**src/rtl/ram_arbiter.sv**
```systemverilog
// ram_arbiter: round-robin two-port arbiter for a 1-cycle-latency synchronous RAM,
// with ownership lock, starvation guard and read-data return routing.
module ram_arbiter #(
  parameter int AW       = 32,
  parameter int MAX_WAIT = 8
) (
  input  logic          clk,
  input  logic          rst_n,
  input  logic          m0_req,
  input  logic          m0_we,
  input  logic [AW-1:0] m0_addr,
  input  logic [3:0]    m0_sel,
  input  logic [31:0]   m0_wdata,
  input  logic          m0_lock,
  output logic          m0_gnt,
  output logic          m0_rvalid,
  output logic [31:0]   m0_rdata,
  input  logic          m1_req,
  input  logic          m1_we,
  input  logic [AW-1:0] m1_addr,
  input  logic [3:0]    m1_sel,
  input  logic [31:0]   m1_wdata,
  input  logic          m1_lock,
  output logic          m1_gnt,
  output logic          m1_rvalid,
  output logic [31:0]   m1_rdata,
  output logic          ram_ce_o,
  output logic          ram_we_o,
  output logic [AW-1:0] ram_addr_o,
  output logic [3:0]    ram_sel_o,
  output logic [31:0]   ram_data_o,
  input  logic [31:0]   ram_data_i
);
  localparam int CW = $clog2(MAX_WAIT + 1);
  logic          ptr, lk0, lk1, own0, own1, st0, st1, any, sel1;
  logic [CW-1:0] w0, w1;
  assign st0  = m0_req && w0 == CW'(MAX_WAIT);
  assign st1  = m1_req && w1 == CW'(MAX_WAIT);
  // rst_n gates issue so a reset asserted mid-cycle kills the access at once
  assign any  = rst_n && (m0_req || m1_req);
  assign sel1 = st1 || (!st0 && ((lk1 && m1_req) ||
                (!(lk0 && m0_req) && m1_req && (!m0_req || ptr))));
  assign m0_gnt     = any && !sel1;
  assign m1_gnt     = any && sel1;
  assign ram_ce_o   = any;
  assign ram_we_o   = any && (sel1 ? m1_we : m0_we);
  assign ram_addr_o = !any ? '0 : sel1 ? m1_addr : m0_addr;
  assign ram_sel_o  = !any ? '0 : sel1 ? m1_sel : m0_sel;
  assign ram_data_o = !any ? '0 : sel1 ? m1_wdata : m0_wdata;
  assign m0_rvalid  = own0;
  assign m1_rvalid  = own1;
  assign m0_rdata   = own0 ? ram_data_i : '0;
  assign m1_rdata   = own1 ? ram_data_i : '0;
  always_ff @(posedge clk or negedge rst_n) begin
    if (!rst_n) begin
      ptr  <= 1'b0;
      lk0  <= 1'b0;
      lk1  <= 1'b0;
      own0 <= 1'b0;
      own1 <= 1'b0;
      w0   <= '0;
      w1   <= '0;
    end else begin
      if (any) ptr <= !sel1;
      lk0  <= m0_gnt && m0_lock;
      lk1  <= m1_gnt && m1_lock;
      own0 <= m0_gnt && !m0_we;
      own1 <= m1_gnt && !m1_we;
      w0   <= (m0_req && !m0_gnt) ? (st0 ? w0 : w0 + CW'(1)) : '0;
      w1   <= (m1_req && !m1_gnt) ? (st1 ? w1 : w1 + CW'(1)) : '0;
    end
  end
endmodule

```
**config.mk**
```make
export PLATFORM = sky130hd
export DESIGN_NAME = ram_arbiter
export DESIGN_NICKNAME = d
export VERILOG_FILES = /design/src/rtl/ram_arbiter.sv
export SDC_FILE = /design/constraint.sdc
export NUM_CORES = 1
export LEC_CHECK = 0
export ABC_AREA = 1
export CORE_AREA = 4 4 119 121
export CTS_CLUSTER_DIAMETER = 40
export DETAILED_ROUTE_END_ITERATION = 6
export DIE_AREA = 0 0 123 125
export GPL_TIMING_DRIVEN = 0
export PLACE_DENSITY = 0.64
export SLEW_MARGIN = 20
export SYNTH_ARGS = -nofsm -noshare
export SYNTH_HDL_FRONTEND = slang
export SYNTH_SLANG_ARGS = --single-unit
```
**constraint.sdc**
```tcl
create_clock -name clk -period 1.55 [get_ports clk]
set_input_delay 0.31 -clock clk [delete_from_list [all_inputs] [get_ports clk]]
set_output_delay 0.31 -clock clk [all_outputs]
set_load 0.01 [all_outputs]
```
; ---- Yosys cells after proc, flatten, opt, wreduce, memory -nomap -nowiden
; Cells that the tools add are included.
[word_totals]
ff_bits = 13
input_bits = 176
[classes]
n_eq_ne = 4
n_reduce_logical = 29
addsub = 2
mux = 13
[op_table]
columns = cell, n
row1 = 2-to-1 mux 32 bit, 6
row2 = 2-to-1 mux 4 bit, 6
row3 = logical AND 1 bit, 17
row4 = adder 4 x 1 -> 4 bit (second input constant), 2
row5 = equality test 4 bit (second input constant), 2
row6 = zero test 1 bit, 8
row7 = logical OR 1 bit, 4
row8 = inequality test 2 bit (second input constant), 2
row9 = 2-to-1 mux 1 bit, 1

; ---- Longest topological paths before layout
; Gate-level depths: netlist of run 1.
[depth]
word_depth = 12
depth_mapped = 10
depth_no_buf = 9

; ---- Worst setup path before layout of run 1
; OpenSTA, ideal clock, no wires.
[synth_path]
path_kind = register -> output
start = register w0[0]
end = output port ram_data_o[22]
n_path_buf = 1
required_ps = 1240
arrival_ps = 1404
slack_ps = -164
path_stages_with_launch = 10
path_cell_list = dfrtp_1 inv_1 ha_1 nand4_2 nand3_2 nand3_4 inv_8 buf_12 nand2_2 nand2_1
[synth_via]
elab_chain_cells = 7
[synth_lines]
columns = element, line
row1 = "start, declared", 36  ; logic [CW-1:0] w0, w1;
row2 = "start signal, assigned", 69  ; w0 <= (m0_req && !m0_gnt) ? (st0 ? w0 : w0 + CW'(1)) : '0;
row3 = equality test 4 bit, 37  ; assign st0 = m0_req && w0 == CW'(MAX_WAIT);
row4 = logical AND 1 bit, 37
row5 = zero test 1 bit, 41  ; assign sel1 = st1 || (!st0 && ((lk1 && m1_req) ||
row6 = logical AND 1 bit, 41
row7 = logical OR 1 bit, 41
row8 = 2-to-1 mux 32 bit (2 in a row), 49  ; assign ram_data_o = !any ? '0 : sel1 ? m1_wdata : m0_wdata;
row9 = "end, declared", 31  ; output logic [31:0] ram_data_o,
; No other way between the ends.

; ---- Worst setup path after layout of run 1
[layout_path]
start = register w0[0]
end = output port ram_data_o[30]
; The elaborated chain is that of the path after synthesis.

==> metrics.csv, run 1 <==
stage;metric;value;unit
outcome;status;complete, but fails checks;
outcome;failing checks;setup timing;
setup_path;CP Max Fanout;7;
routing;vias;3947;
routing;post-route ant nets;0;
cts;clk sinks;13;
timing;Slew @ Worst Pin;0.5957;ns
routing;Wirelength per Cell;15.68;um
timing;# setup viols final;80;
finish;Nets;972;
global_routing;vias in the first global route;4035;
cts;Max clock buf depth;2;
power_and_ir_drop;final total power;2.836;mW
logic_synthesis;sequential-to-total area share from yosys stat;14.02;%
routing;drt pass-1 iters;6;
timing;FMAX;0.4547;GHz
setup_path;Req. time, crit path;1.24;ns
setup_path;Crit. path cell count;12;
cts;CTS tree;yes;
placement;dpl ws;-1.554;ns
finish;register area;327.8;um^2
setup_path;Buf/Inv on CP;6;
setup_path;crit path launch type;flip-flop;
timing;Slew Viols, Final;0;
finish;share of layout cells above drive strength 1;54.87;%
floorplan;Core ar.;13090;um^2
floorplan;Cell Rows;42;
finish;antenna diode count;0;
logic_synthesis;Syn Inst Count;426;
global_routing;grt total ovfl;0;
timing;RSZ-0062 raised after global routing;true;
finish;fin cells;967;
logic_synthesis;Synth Warn #;0;
worst_hold_path;Min-Delay Path Class;input pin to flip-flop;
floorplan;Die Wd;123;um
cts;Clk pin slew, worst setup/hold paths;0.04;ns
finish;commonest non-fill, non-tap cell in the layout;clkdlybuf4s50_1;
routing;DRC violations left;0;
routing;WL met3;1654;um
timing;Post-Route Setup TNS;-39.14;ns
timing;Final Hold Vio Count;0;
timing;fin crit share;141.9;%
cts;clk_lat worst skew;0.24;ns
routing;initial drt markers;96;
routing;met2 routed WL;8192;um
cts;root buffer cell;clkbuf_16;
global_routing;GRT Util Overall;17.92;%
finish;Layout fillers;1245;
setup_path;RR Startpoint;w0[0]$_DFFE_PN0P_;
finish;area of the multi-input gates;2083;um^2
logic_synthesis;Distinct cells, synth;21;
timing;post-layout minimum cycle time;2.199;ns
routing;DR top layer;met4;
finish;commonest cells after routing, fill and taps aside;172 x clkdlybuf4s50_1, 136 x nand2_2, 113 x buf_6, 95 x nand2_1, 52 x nand2_4;
floorplan;Die ar.;15380;um^2
run;max cap viols;0;
finish;Synth-to-Final Area Change;200.6;%
logic_synthesis;Syn Nets;606;
worst_hold_path;worst hold path depth;3;
setup_path;Crit path max-delay family;buffers and inverters;
logic_synthesis;mean post-synth cell area;5.448;um^2
floorplan;top-level port count;314;
placement;placed wire-length estimate;12120;um
global_routing;largest net degree at the start of global routing;14;
setup_path;Crit Path Class;flip-flop to primary output;
power_and_ir_drop;peak supply drop;0.3537;mV
placement;gpl congestion;0.8972;
power_and_ir_drop;Power Density;406.5;nW/um^2
setup_path;Crit-path slowest cell;dfrtp_1;
global_routing;initial antenna violation count;0;
logic_synthesis;mapped cell area;2321;um^2
worst_hold_path;worst hold start;m1_req;
setup_path;CP startpoint;w0[0]$_DFFE_PN0P_;
power_and_ir_drop;LEAKAGE;3.938;nW
setup_path;CP max stage delay;0.39;ns
global_routing;first-pass GRT wire length;21730;um
setup_path;CP Cell Sequence;inv_2, ha_4, nand4_4, nand3_4, nand3_4, inv_8, buf_12, buf_12, buf_16, nand2_4, nand2_2, buf_6;
floorplan;Starting Density;17.74;%
routing;met1 wire length;4868;um
placement;Post-Place Cells;915;
timing;PnR worst setup slack;-0.6494;ns
placement;IO buf count;313;
cts;TritonCTS Buffers;3;
logic_synthesis;flops & latches, synth;13;
routing;Total Wirelength;15170;um
setup_path;Worst Path Arrival;1.89;ns
routing;Via density;4.082;
floorplan;chip height;125;um
setup_path;crit path capture type;primary output;
setup_path;depth of the most critical reg-to-reg path;9;
timing;Slew HR;60.16;%
finish;final core occ;53.32;%
cts;CTS H-tree depth;1;
timing;Clock Skew;0.0007087;ns
## worst paths after layout
check / to / slack (ns)
worst max-delay path: ram_data_o[30] / -0.65
worst min-delay path: w1[0]$_DFFE_PN0P_ / 0.44
worst max register to register: w1[2]$_DFFE_PN0P_ / 0.10
worst min register to register: ptr$_DFFE_PN0P_ / 0.54
max in group asynchronous: m1_rvalid$_DFF_PN0_ / 0.50
min in group asynchronous: w1[3]$_DFFE_PN0P_ / 0.62
## synth_stat cells
cell type	count	area share, %
xnor2_1	2	0.75
nor2_1	10	1.6
buf_12	7	6.0
inv_1	75	12
nor3_1	2	0.43
nand2_1	213	34
nand2_2	69	19
clkbuf_1	6	0.97
o21a_2	1	0.38
inv_8	1	0.49
nand3_1	4	0.86
dfrtp_1	13	14
buf_4	7	2.3
nand2_4	1	0.49
nand4_2	2	1.1
nand3_4	1	0.75
nand4_1	4	1.1
xor2_1	2	0.75
ha_1	4	2.2
inv_4	1	0.27
nand3_2	1	0.43
## logic make-up (layout without fill, tap and decap cells)
logic type / after synthesis / in the layout / synth area share (%)
AO/OA/AOI/OAI: 1 / 1 / 0.3774
XOR/XNOR: 4 / 4 / 1.510
adder cells (fa/ha/maj): 4 / 4 / 2.156
buffers and inverters: 97 / 462 / 22.16
flip-flops: 13 / 13 / 14.02
AND/OR/NAND/NOR: 307 / 307 / 59.78
## layout make-up
| type | instances | area share [%] |
|---|---|---|
| plain buffers | 13 | 3.300 |
| clock buffers | 4 | 1.130 |
| inverters | 77 | 4.358 |
| multi-input cells | 316 | 29.86 |
| flip-flops and latches | 13 | 4.699 |
| well taps | 176 | 3.156 |
| repair buffers | 368 | 53.50 |
## flip-flops by register name (all words and copies together) (netlist names)
register,cells
m1_rvalid,1
w1,4
lk0,1
ptr,1
w0,4
m0_rvalid,1
lk1,1
## per-stage QoR
stage | hold WS, ns | area [um^2]
2_1_floorplan | 0.01441 | 2471
3_3_place_gp | 0.4993 | 5824
3_5_place_dp | 0.5014 | 5824
4_1_cts | 0.4394 | 6640
5_1_grt | 0.4517 | 6977
6_report | 0.4402 | 6977
## power breakdown
part,switching (mW),internal [mW],total (mW)
combinational,0.825,1.16,1.98
clock,0.132,0.346,0.478
sequential,0.0140,0.362,0.376
## layer usage
| layer | vias to the layer above | GRT usage [%] |
|---|---|---|
| li1 | 1940 | - |
| met1 | 1764 | 17.62 |
| met2 | 219 | 34.67 |
| met3 | 24 | 5.917 |
| met4 | 0 | 5.537 |
| met5 | - | 0 |
## repair_timing
action                                  CTS  global route
setup buffers                            33            14
hold buffers                              1             0
gates resized for setup                 730           157
pin swaps                                34            12
endpoints found under the setup margin  151           130
endpoints found under the hold margin    13             0
cloned                                    8             1
## worst register-to-register path: stages (launching register included)
cell and delay, ns:
dfrtp_1 0.39, inv_2 0.10, ha_4 0.14, nand4_4 0.08, nand3_4 0.13, nand2_4 0.06
nand2_4 0.09, buf_4 0.15, nand2_1 0.08, nor3_2 0.14
(Power assumes the default switching activity.)
==> run 2: changes to the inputs <==
- RECOVER_POWER: not set -> 100
==> run 2 against run 1 <==
Against the previous run: the flow still finishes with violations (setup timing); hold slack is the same; non-clock buffer count is the same; final area about the same; critical path depth unchanged; die area is the same; sequential share of layout area about the same; global-route usage is the same; first-iteration DRC count unchanged; clock power about the same; via count unchanged.
==> metrics.csv, run 2 (same netlist as run 1, synthesis figures left out) <==
stage;metric;value;unit
power_and_ir_drop;final total power;2.835;mW
finish;antenna diode count;0;
power_and_ir_drop;peak supply drop;0.3536;mV
floorplan;top-level port count;314;
worst_hold_path;Min-Delay Path Class;input pin to flip-flop;
floorplan;Core ar.;13090;um^2
placement;dpl ws;-1.554;ns
routing;drt pass-1 iters;6;
cts;Clk pin slew, worst setup/hold paths;0.04;ns
routing;initial drt markers;96;
power_and_ir_drop;Power Density;406.6;nW/um^2
cts;clk_lat worst skew;0.24;ns
finish;Nets;972;
timing;Slew @ Worst Pin;0.5959;ns
routing;vias;3947;
timing;Final Hold Vio Count;0;
setup_path;crit path launch type;flip-flop;
setup_path;FF-to-FF End;w1[2]$_DFFE_PN0P_;
run;max cap viols;0;
global_routing;initial antenna violation count;0;
routing;Via density;4.082;
setup_path;Worst Path Arrival;1.89;ns
setup_path;crit path capture type;primary output;
global_routing;GRT Util Overall;17.92;%
setup_path;Crit Path Class;flip-flop to primary output;
timing;RSZ-0062 raised after global routing;true;
power_and_ir_drop;LEAKAGE;3.934;nW
setup_path;Reg2Reg Setup Slack;0.10;ns
finish;share of layout cells above drive strength 1;54.74;%
floorplan;Die Wd;123;um
timing;FMAX;0.4547;GHz
timing;post-layout minimum cycle time;2.199;ns
timing;fin crit share;141.9;%
outcome;status;complete, but fails checks;
cts;clk sinks;13;
placement;placed wire-length estimate;12120;um
finish;biggest regs;w0 (4), w1 (4);
global_routing;first-pass GRT wire length;21730;um
placement;IO buf count;313;
finish;final core occ;53.29;%
setup_path;CP Max Fanout;7;
setup_path;Req. time, crit path;1.24;ns
timing;Post-Route Setup TNS;-39.14;ns
global_routing;largest net degree at the start of global routing;14;
cts;TritonCTS Buffers;3;
floorplan;Cell Rows;42;
global_routing;vias in the first global route;4035;
finish;commonest cells after routing, fill and taps aside;172 x clkdlybuf4s50_1, 136 x nand2_2, 113 x buf_6, 95 x nand2_1, 52 x nand2_4;
timing;Slew Viols, Final;0;
routing;DRC violations left;0;
floorplan;chip height;125;um
timing;Clock Skew;0.0007087;ns
routing;Total Wirelength;15160;um
cts;Max clock buf depth;2;
floorplan;Starting Density;17.74;%
setup_path;CP endpoint;ram_data_o[30];
finish;commonest non-fill, non-tap cell in the layout;clkdlybuf4s50_1;
cts;CTS H-tree depth;1;
routing;Wirelength per Cell;15.68;um
setup_path;RR Startpoint;w0[0]$_DFFE_PN0P_;
routing;post-route ant nets;0;
setup_path;CP startpoint;w0[0]$_DFFE_PN0P_;
cts;CTS tree;yes;
placement;gpl congestion;0.8972;
outcome;failing checks;setup timing;
timing;Slew HR;60.14;%
floorplan;Die ar.;15380;um^2
cts;root buffer cell;clkbuf_16;
timing;# setup viols final;80;
finish;Synth-to-Final Area Change;200.4;%
global_routing;grt total ovfl;0;
timing;PnR worst setup slack;-0.6494;ns
timing;worst hold slack;0.4402;ns
setup_path;depth of the most critical reg-to-reg path;9;
==> run 2: metrics by stage <==
step | instances | instance area (um^2)
final | 967 | 6973
after global routing | 967 | 6973
after CTS | 959 | 6640
after detailed placement | 915 | 5824
after global placement | 915 | 5824
after floorplan | 426 | 2471
==> run 2: worst min path at each step <==
| stage | startpoint | endpoint | depth (start not counted) |
|---|---|---|---|
| after floorplan | rst_n | lk0$_DFF_PN0_ | 0 |
| after global placement | ptr$_DFFE_PN0P_ | ptr$_DFFE_PN0P_ | 2 |
| after CTS | m1_req | w1[0]$_DFFE_PN0P_ | 3 |
| after detailed placement | ptr$_DFFE_PN0P_ | ptr$_DFFE_PN0P_ | 2 |
| after global routing | m1_req | w1[0]$_DFFE_PN0P_ | 3 |
| final | m1_req | w1[0]$_DFFE_PN0P_ | 3 |
==> run 2: layer usage <==
| metal | track usage, % | routed length, um | vias to the layer above |
|---|---|---|---|
| li1 | - | - | 1940 |
| met1 | 17.62 | 4868 | 1764 |
| met2 | 34.67 | 8191 | 219 |
| met3 | 5.917 | 1654 | 24 |
| met4 | 5.537 | 450 | 0 |
| met5 | 0 | 0 | - |
==> run 2: what timing repair did <==
item | 4_1_cts | 5_1_grt
pin swaps | 34 | 12
resized for setup | 730 | 157
endpoints found under the setup margin | 151 | 130
hold endpoints to repair | 13 | 0
buffers inserted | 33 | 14
cloned | 8 | 1
hold buffers | 1 | 0
==> run 2: worst max-delay path: stages, from the launching register on <==
cell     delay (ns)
dfrtp_1        0.39
inv_2          0.10
ha_4           0.14
nand4_4        0.08
nand3_4        0.13
nand3_4        0.11
inv_8          0.08
buf_12         0.15
buf_12         0.13
buf_16         0.12
nand2_4        0.05
nand2_2        0.07
buf_6          0.11
==> run 2: layout make-up <==
cell class                 count  area [um^2]
buffer                        13        230.2
clock buffer                   4        78.83
fill                        1246         6112
inverter                      77        304.0
multi-input combinational    316         2083
sequential                    13        327.8
tap                          176        220.2
timing repair buffer         368         3729
==> run 2: power breakdown <==
part           leakage (nW)  total, mW  internal (mW)  switching, mW
clock                0.0382      0.478          0.346          0.132
combinational          3.73       1.98           1.16          0.825
sequential            0.170      0.376          0.362         0.0140
total                  3.93       2.84           1.86          0.971
==> run 3: changes to the inputs <==
- SETUP_SLACK_MARGIN: not set -> 0.15
==> run 3 against run 2 <==
Against the previous run: the run still ends with setup timing left; clock-buffer cell count did not move; worst setup slack improved by 0.059 ns; clock power rose by 3%; final cell count rose by 3.7%; critical path type unchanged; highest routed layer unchanged.
==> metrics.csv, run 3 (same netlist as run 1, synthesis figures left out) <==
stage;metric;value;unit
global_routing;vias in the first global route;4365;
power_and_ir_drop;LEAKAGE;4.394;nW
setup_path;Crit-path slowest cell;dfrtp_1;
timing;RSZ-0062 raised after global routing;true;
global_routing;first-pass GRT wire length;23450;um
cts;root buffer cell;clkbuf_16;
finish;Nets;1008;
timing;worst hold slack;0.3919;ns
outcome;failing checks;setup timing;
global_routing;largest net degree at the start of global routing;14;
finish;antenna diode count;0;
power_and_ir_drop;clock share of power;15.7;%
floorplan;chip height;125;um
timing;FMAX;0.4671;GHz
finish;register area;327.8;um^2
cts;clk_lat worst skew;0.24;ns
placement;Post-Place Cells;915;
finish;share of layout cells above drive strength 1;67.59;%
placement;placed wire-length estimate;12100;um
setup_path;Crit Path Class;flip-flop to primary output;
power_and_ir_drop;Internal;2.018;mW
routing;vias;4210;
timing;fin crit share;138.1;%
power_and_ir_drop;peak supply drop;0.3770;mV
power_and_ir_drop;Psw;1.107;mW
setup_path;crit path capture type;primary output;
floorplan;Die ar.;15380;um^2
cts;CTS H-tree depth;1;
finish;biggest regs;w0 (4), w1 (4);
finish;commonest cells after routing, fill and taps aside;172 x clkdlybuf4s50_1, 168 x buf_6, 155 x nand2_2, 79 x nand2_4, 62 x inv_2;
timing;Slew @ Worst Pin;0.6345;ns
cts;Max clock buf depth;2;
worst_hold_path;Min-Delay Path Class;input pin to flip-flop;
outcome;status;complete, but fails checks;
timing;PnR worst setup slack;-0.5908;ns
cts;TritonCTS Buffers;3;
cts;Clk pin slew, worst setup/hold paths;0.05;ns
floorplan;Die Wd;123;um
finish;final core occ;60.99;%
floorplan;Starting Density;17.74;%
setup_path;CP Cell Sequence;inv_2, ha_4, nand4_4, nand3_4, nand2_4, nand2_8, clkinv_8, buf_8, buf_8, nand2_2, nand2_2, buf_6;
power_and_ir_drop;final total power;3.125;mW
power_and_ir_drop;sequential share of power;12.1;%
setup_path;Req. time, crit path;1.24;ns
power_and_ir_drop;Power Density;391.6;nW/um^2
run;max cap viols;0;
floorplan;Cell Rows;42;
finish;Synth-to-Final Area Change;243.8;%
global_routing;initial antenna violation count;0;
cts;clk sinks;13;
finish;commonest non-fill, non-tap cell in the layout;clkdlybuf4s50_1;
routing;Wirelength per Cell;17.55;um
finish;area of the multi-input gates;2382;um^2
cts;CTS tree;yes;
timing;post-layout minimum cycle time;2.141;ns
routing;Via density;4.197;
routing;post-route ant nets;0;
routing;Total Wirelength;17600;um
finish;Layout fillers;1068;
global_routing;grt total ovfl;0;
timing;Clock Skew;0.001207;ns
timing;Slew HR;57.56;%
timing;Final Hold Vio Count;0;
timing;Slew Viols, Final;0;
setup_path;CP max stage delay;0.39;ns
power_and_ir_drop;Switching Fraction;35.42;%
routing;drt pass-1 iters;4;
placement;IO buf count;313;
setup_path;Worst Path Arrival;1.83;ns
placement;gpl congestion;0.9026;
power_and_ir_drop;proportion of power drawn by combinational gates;72.3;%
setup_path;crit path launch type;flip-flop;
placement;dpl ws;-1.589;ns
setup_path;CP Max Fanout;5;
floorplan;Core ar.;13090;um^2
routing;DRC violations left;0;
routing;initial drt markers;80;
finish;fin cells;1003;
setup_path;Crit path max-delay family;buffers and inverters;
floorplan;top-level port count;314;
setup_path;Buf/Inv on CP;5;
timing;# setup viols final;130;
global_routing;GRT Util Overall;19.33;%
==> run 3: changes by cell type in the layout (fill, tap and decap cells not counted), moves of 3 or more <==
| cell | change |
|---|---|
| buf_6 | +55 |
| nand2_1 | -47 |
| inv_1 | -36 |
| inv_2 | +36 |
| buf_2 | -27 |
| nand2_4 | +27 |
| nand2_2 | +19 |
| buf_8 | +11 |
| clkbuf_2 | -7 |
| clkbuf_16 | +6 |
| buf_4 | +4 |
| nor2_1 | -3 |
==> run 3: per-stage QoR <==
step	cell area (um^2)	setup TNS [ns]
CTS	6860	-50.13
global placement	5824	-129.15
detailed placement	5824	-136.16
global route	7980	-56.79
finish	7980	-48.72
floorplan	2471	-8.833
==> run 3: what timing repair did <==
item	4_1_cts	5_1_grt
buffers inserted	56	12
hold buffers	1	0
setup endpoints to repair	151	147
pin swaps	23	48
resized for setup	810	276
cloned	11	4
hold endpoints to repair	13	0
==> run 3: final timing paths <==
| path | from | to | slack, ns | cells after the start |
|---|---|---|---|---|
| min in group asynchronous | rst_n | w1[3]$_DFFE_PN0P_ | 0.74 | 2 |
| setup / recovery | w0[0]$_DFFE_PN0P_ | ram_addr_o[9] | -0.59 | 12 |
| hold reg to reg | ptr$_DFFE_PN0P_ | ptr$_DFFE_PN0P_ | 0.50 | 2 |
| hold / removal | m1_req | w1[2]$_DFFE_PN0P_ | 0.39 | 3 |
| setup reg to reg | w0[0]$_DFFE_PN0P_ | ptr$_DFFE_PN0P_ | 0.01 | 11 |
| max in group asynchronous | rst_n | m0_rvalid$_DFF_PN0_ | 0.36 | 2 |
==> run 3: worst reg2reg max path: stages (launching register included) <==
cell and delay (ns):
dfrtp_1 0.39, inv_2 0.08, ha_4 0.13, nand4_4 0.09
nand3_4 0.11, nand2_4 0.08, nand2_8 0.11, buf_12 0.12
inv_8 0.04, buf_16 0.13, buf_4 0.12, nor2_1 0.07
==> run 3: power groups by stage <==
stage                     registers, mW  logic [mW]  clock network, mW
final                             0.377        2.26              0.490
after detailed placement          0.388        1.57                  0
after global routing              0.378        2.38              0.530
after global placement            0.386        1.55                  0
after floorplan                   0.383       0.557                  0
after CTS                         0.374        1.94              0.501
==> run 3: area by class of cell <==
class | count | area share (%)
clock buffers | 4 | 0.9878
inverters | 77 | 3.873
flip-flops and latches | 13 | 4.108
repair buffers | 396 | 53.56
plain buffers | 20 | 4.719
multi-input cells | 316 | 29.85
repair inverters | 1 | 0.1411
well taps | 176 | 2.759
==> run 3: per-layer routing <==
metal | track usage (%) | routed length, um
met5 | 0 | 0
met4 | 4.886 | 401
met3 | 5.465 | 1477
met2 | 38.85 | 9773
met1 | 18.80 | 5950
